**config.mk**
```make
export PLATFORM = sky130hd
export DESIGN_NAME = frog_game_fsm
export DESIGN_NICKNAME = d
export VERILOG_FILES = /design/src/rtl/frog_game_pkg.sv /design/src/rtl/obj_priority_enc.sv /design/src/rtl/frog_game_fsm.sv
export SDC_FILE = /design/constraint.sdc
export NUM_CORES = 1
export LEC_CHECK = 0
export CELL_PAD_IN_SITES_DETAIL_PLACEMENT = 0
export CELL_PAD_IN_SITES_GLOBAL_PLACEMENT = 1
export CORE_MARGIN = 2
export CORE_UTILIZATION = 25
export CTS_BUF_LIST = sky130_fd_sc_hd__clkbuf_8
export DETAILED_ROUTE_END_ITERATION = 10
export PLACE_DENSITY_LB_ADDON = 0.1
export SLEW_MARGIN = 20
export SYNTH_ARGS = -nofsm -noshare
export SYNTH_HDL_FRONTEND = slang
export SYNTH_SLANG_ARGS = --single-unit
```
**constraint.sdc**
```tcl
create_clock -name clk -period 2 [get_ports clk]
set_clock_uncertainty 0.1 [all_clocks]
set_input_delay 0.4 -clock clk [delete_from_list [all_inputs] [get_ports clk]]
set_output_delay 0.4 -clock clk [all_outputs]
set_load 0.01 [all_outputs]
```
**src/rtl/frog_game_pkg.sv**
```systemverilog
// Shared types and constants for the frog game flow controller.
package frog_game_pkg;

    typedef enum logic [2:0] {
        IDLE      = 3'd0,
        PLAY      = 3'd1,
        HIT       = 3'd2,
        LEVEL_UP  = 3'd3,
        GAME_OVER = 3'd4,
        VICTORY   = 3'd5
    } state_t;

    localparam logic [7:0] SEL_BACKGROUND = 8'd0;

    localparam int OBJ_WATERFALL = 0;
    localparam int OBJ_LOG       = 1;
    localparam int OBJ_FROG      = 2;
    localparam int OBJ_ENDBANK   = 3;

endpackage

```
**src/rtl/obj_priority_enc.sv**
```systemverilog
// Lowest-bit-first draw request encoder: object k maps to k+1, nothing maps to background.
module obj_priority_enc
    import frog_game_pkg::*;
#(
    parameter int NUM_OBJ = 8
) (
    input  logic [NUM_OBJ-1:0] req_i,
    output logic [7:0]         sel_o
);

    always_comb begin
        sel_o = SEL_BACKGROUND;
        // Scan from the top so the lowest set bit is written last and wins.
        for (int i = NUM_OBJ - 1; i >= 0; i--) begin
            if (req_i[i]) begin
                sel_o = 8'(i + 1);
            end
        end
    end

endmodule

```
**src/rtl/frog_game_fsm.sv**
```systemverilog
// Game-flow controller: draw priority, per-frame frog collision evaluation, lives/levels and pauses.
module frog_game_fsm
    import frog_game_pkg::*;
#(
    parameter int NUM_OBJ     = 8,
    parameter int FROG_IDX    = OBJ_FROG,
    parameter int LIVES       = 3,
    parameter int LEVELS      = 4,
    parameter int HOLD_FRAMES = 60
) (
    input  logic               clk,
    input  logic               resetN,
    input  logic               startOfFrame,
    input  logic               start_game,
    input  logic [NUM_OBJ-1:0] draw_req,
    input  logic [NUM_OBJ-1:0] lose_mask,
    input  logic [NUM_OBJ-1:0] win_mask,
    output logic [7:0]         select_mux,
    output logic               win,
    output logic               lose,
    output logic               frog_respawn,
    output logic               freeze,
    output logic [3:0]         lives_left,
    output logic [3:0]         level,
    output logic               game_over,
    output logic               victory
);

    localparam int                 CNT_W    = $clog2(HOLD_FRAMES + 1);
    localparam logic [NUM_OBJ-1:0] FROG_BIT = NUM_OBJ'(1) << FROG_IDX;

    state_t         state_q, state_d;
    logic [3:0]     lives_q, lives_d;
    logic [3:0]     level_q, level_d;
    logic [CNT_W-1:0] cnt_q, cnt_d;
    logic           hit_f_q, hit_f_d;
    logic           win_f_q, win_f_d;
    logic           win_q, win_d;
    logic           lose_q, lose_d;
    logic           resp_q, resp_d;

    logic [NUM_OBJ-1:0] others;
    logic               hit_now;
    logic               win_now;
    logic               hold_done;

    obj_priority_enc #(.NUM_OBJ(NUM_OBJ)) u_prio (
        .req_i (draw_req),
        .sel_o (select_mux)
    );

    assign others    = draw_req & ~FROG_BIT;
    assign hit_now   = draw_req[FROG_IDX] && |(others & lose_mask);
    assign win_now   = draw_req[FROG_IDX] && |(others & win_mask);
    assign hold_done = (cnt_q == CNT_W'(HOLD_FRAMES - 1));

    always_ff @(posedge clk or negedge resetN) begin
        if (!resetN) begin
            state_q <= IDLE;
            lives_q <= 4'(LIVES);
            level_q <= 4'd0;
            cnt_q   <= '0;
            hit_f_q <= 1'b0;
            win_f_q <= 1'b0;
            win_q   <= 1'b0;
            lose_q  <= 1'b0;
            resp_q  <= 1'b0;
        end else begin
            state_q <= state_d;
            lives_q <= lives_d;
            level_q <= level_d;
            cnt_q   <= cnt_d;
            hit_f_q <= hit_f_d;
            win_f_q <= win_f_d;
            win_q   <= win_d;
            lose_q  <= lose_d;
            resp_q  <= resp_d;
        end
    end

    always_comb begin
        state_d = state_q;
        lives_d = lives_q;
        level_d = level_q;
        cnt_d   = cnt_q;
        hit_f_d = hit_f_q;
        win_f_d = win_f_q;
        win_d   = 1'b0;
        lose_d  = 1'b0;
        resp_d  = 1'b0;

        case (state_q)
            IDLE: begin
                if (start_game) begin
                    state_d = PLAY;
                    resp_d  = 1'b1;
                end
            end
            PLAY: begin
                if (startOfFrame) begin
                    // Collisions seen on the frame-start cycle belong to the new frame.
                    hit_f_d = hit_now;
                    win_f_d = win_now;
                    if (hit_f_q) begin
                        lose_d  = 1'b1;
                        lives_d = (lives_q != 4'd0) ? lives_q - 4'd1 : 4'd0;
                        state_d = (lives_q <= 4'd1) ? GAME_OVER : HIT;
                        hit_f_d = 1'b0;
                        win_f_d = 1'b0;
                    end else if (win_f_q) begin
                        win_d   = 1'b1;
                        hit_f_d = 1'b0;
                        win_f_d = 1'b0;
                        if (level_q >= 4'(LEVELS - 1)) begin
                            state_d = VICTORY;
                        end else begin
                            level_d = level_q + 4'd1;
                            state_d = LEVEL_UP;
                        end
                    end
                end else begin
                    hit_f_d = hit_f_q | hit_now;
                    win_f_d = win_f_q | win_now;
                end
            end
            HIT, LEVEL_UP: begin
                if (startOfFrame) begin
                    if (hold_done) begin
                        cnt_d   = '0;
                        resp_d  = 1'b1;
                        state_d = PLAY;
                    end else begin
                        cnt_d = cnt_q + CNT_W'(1);
                    end
                end
            end
            GAME_OVER, VICTORY: begin
                if (start_game) begin
                    state_d = PLAY;
                    lives_d = 4'(LIVES);
                    level_d = 4'd0;
                    resp_d  = 1'b1;
                end
            end
            default: begin
                state_d = IDLE;
            end
        endcase
    end

    assign win          = win_q;
    assign lose         = lose_q;
    assign frog_respawn = resp_q;
    assign freeze       = (state_q != PLAY);
    assign lives_left   = lives_q;
    assign level        = level_q;
    assign game_over    = (state_q == GAME_OVER);
    assign victory      = (state_q == VICTORY);

endmodule

```
==> summary.md <==
| Metric | Value |
|---|---|
| Synthesized instance count | `136` |
| Post-layout util | `0.405` |
| 1st-iter DRT viols | `40` |
| Max-slew violations | `0` |
| Placed cell areas | `1880 um2` |
| Fmax | `approximately 0.52 GHz` |
| Min-Delay Path Class | `in2async` |
| Synth unique cells | `45` |
| Arrival @ worst endpoint | `1.42 ns` |
| CTS clock-pin slew for the worst setup and hold paths | `0.08 ns` |
| Synth warn | `0` |
| Largest net degree at the start of global routing | `23` |
| Antenna violations before repair | `0` |
| CTS Hold Bufs | `0` |
| Maximum vdd drop | `0.000401 V` |
| Worst-Skew Late Latency | `about 0.26 ns` |
| Final hold vios | `0` |
| Dpl hpwl | `between 2000 and 3000 um` |
| Netlist Area Pre-Place | `1270 um2` |
| Area share of the largest cell type after synthesis | `0.394` |
| Period utilisation layout | `0.958` |
| Io pins | `50` |
| Area Overhead vs Synth | `53.4%` |
| Die area | `5670 um2` |
| Clock Sinks | `22` |
| Crit start category | `input port` |
| Worst Path Required | `1.50 ns` |
| TritonCTS clock tree | `yes` |
| Register area share after synthesis | `0.435` |
| DR DRC count | `0` |
| Share of cells above drive strength 1 | `0.196` |
| Async set-reset flop share out of synthesis | `1.00` |
| Crit Path Max Fanout | `3` |
| All-Layer GR Usage | `0.130` |
| Pre-antenna DRT Iters | `4` |
| Placed instance count | `between 200 and 300` |
| Crit end category | `output pin` |
| Area contributors post-synth | `dfrtp_1, buf_4, dfstp_2` |
| FF+latch count, synth | `22` |
| CTS max path bufs | `2` |
| Wire length per cell | `13.0 um` |
| Max-cap violations | `0` |
| Initial Utilization | `0.264` |
| Routed WL | `3450 um` |
| Via Count | `~1.3k` |
| CTS buffer count | `3` |
| Post-Layout Cell Count | `266` |
| Final ANT Viol Nets | `0` |
| Final setup viols | `0` |
| Die extent in x | `75.3 um` |
| Unrepaired setup endpoints after global routing | `no` |
| Status | `completed` |
| Vias in the first global route | `roughly 1.3k` |
| Main flop type after synthesis | `dfrtp_1` |
| Post-synth EDFFs | `0` |
| Fin area | `between 1500 and 2000 um2` |
| DR vias/cell | `between 4 and 5` |
| Critical path class | `in2out` |
| N_diodes | `0` |
| Fin Setup TNS | `0 ns` |
| Num rows | `25` |
| RePlAce Congestion | `0.838` |
| Port Buf Inserts | `43` |
| Area leader, netlist | `dfrtp_1` |
| CTS Root Cell | `clkbuf_8` |
| Htree depth | `1` |
| Final min period | `about 1.9 ns` |
| R2R Setup Slk | `about 0.15 ns` |
| Core footprint | `slightly below 5000 um2` |
| Cell Pwr Density | `approximately 1100 nW/um2` |
| Chip height | `75.3 um` |
| Total Nets Final | `between 200 and 250` |
| Leakage | `0.926 nW` |
| First-pass GRT wire length | `5720 um` |
| Hold Slack | `0.387 ns` |
| Gr ovfl total | `0` |
| R2r endpoint | `lives_left[2]` |
| Synthesized area per cell | `slightly above 9 um2` |
| Reg-to-Reg Start | `state_q[2]` |
| Worst reg-to-reg path cell count | `5` |
## metal layers
layer	routed length, um	track usage
met1	1600	0.168
met2	1680	0.221
met3	160	0.0278
met4	17	0.0351
met5	0	0
## metrics by stage
stage / setup slack (ns) / power, mW
floorplan: 0.353 / 1.38
global placement: -0.473 / 1.81
detailed placement: -0.473 / 1.83
CTS: 0.00184 / 2.15
global route: 0.0132 / 2.34
finish: 0.0832 / 2.14
## where the power goes
part | leakage [nW] | internal, mW | switching [mW] | total, mW
sequential | 0.277 | 0.614 | 0.134 | 0.748
clock | 0.0269 | 0.137 | 0.139 | 0.275
combinational | 0.622 | 0.573 | 0.539 | 1.11
## area by class of cell
type,instances,area (um2)
sequential,22,554
timing repair buffer,64,574
multi-input combinational,104,674
tap,67,83.8
inverter,5,18.8
fill,512,2870
clock inverter,1,3.75
clock buffer,3,41.3
## flip-flops by register name, indices dropped and copies added (netlist names)
name and flops:
lives_left 4, hit_f_q 1, state_q 3, frog_respawn 1
win_f_q 1, cnt_q 6, level 4, win 1
lose 1
## timing repair
action                     CTS  global route
setup buffers                1             1
setup endpoints to repair    7             5
pin swaps                    1             2
resized for setup           25             7
## placed cells by master (no fill, tap or decap), types with 2 or more instances in the layout
| cell type | n |
|---|---|
| a21o_1 | 3 |
| a21oi_1 | 4 |
| a222oi_1 | 2 |
| a22oi_1 | 4 |
| a31oi_1 | 2 |
| and2_1 | 2 |
| and3b_1 | 3 |
| buf_2 | 3 |
| buf_4 | 21 |
| clkbuf_8 | 3 |
| clkdlybuf4s50_1 | 30 |
| conb_1 | 4 |
| dfrtp_1 | 19 |
| dfstp_2 | 2 |
| dlygate4sd2_1 | 4 |
| dlymetal6s2s_1 | 4 |
| ha_1 | 2 |
| inv_1 | 5 |
| mux2i_1 | 3 |
| nand2_1 | 13 |
| nand2b_1 | 3 |
| nand3_1 | 3 |
| nand3b_1 | 4 |
| nand4_1 | 3 |
| nor2_1 | 11 |
| nor3_1 | 2 |
| o211ai_1 | 3 |
| o21ai_0 | 6 |
| or3_1 | 4 |
| xor2_1 | 2 |
## cell families (layout without fill, tap and decap cells)
logic type | count (synthesis) | after routing | synth area share
AND/OR/NAND/NOR | 60 | 60 | 0.264
AO/OA/AOI/OAI | 33 | 33 | 0.182
flip-flops | 22 | 22 | 0.435
buffers and inverters | 13 | 73 | 0.0590
multiplexers | 3 | 3 | 0.0236
adder cells (fa/ha/maj) | 2 | 2 | 0.0197
XOR/XNOR | 2 | 2 | 0.0138
other | 1 | 4 | 0.00295
## cells in the mapped netlist, types with 4 or more instances
| cell type | instances |
|---|---|
| dfrtp_1 | 20 |
| nand2_1 | 13 |
| nor2_1 | 12 |
| buf_4 | 7 |
| o21ai_0 | 6 |
| a21oi_1 | 4 |
| a22oi_1 | 4 |
| inv_1 | 4 |
| nand3b_1 | 4 |
| or3_1 | 4 |
## worst max-delay path by stage
stage | start | slack, ns | cells after the start | end
final | draw_req[5] | 0.08 | 4 | select_mux[3]
after global routing | draw_req[5] | 0.01 | 4 | select_mux[3]
after CTS | draw_req[3] | 0.002 | 4 | select_mux[3]
after detailed placement | draw_req[3] | -0.47 | 4 | select_mux[3]
after global placement | draw_req[3] | -0.47 | 4 | select_mux[3]
after floorplan | state_q[2] | 0.35 | 4 | lives_left[2]
## critical path, stage by stage
cell and delay, ns:
dlygate4sd2_1 0.26, nor4_2 0.30, and4b_1 0.24, clkdlybuf4s15_2 0.22
Note: power is estimated with default switching activity, not from simulation.
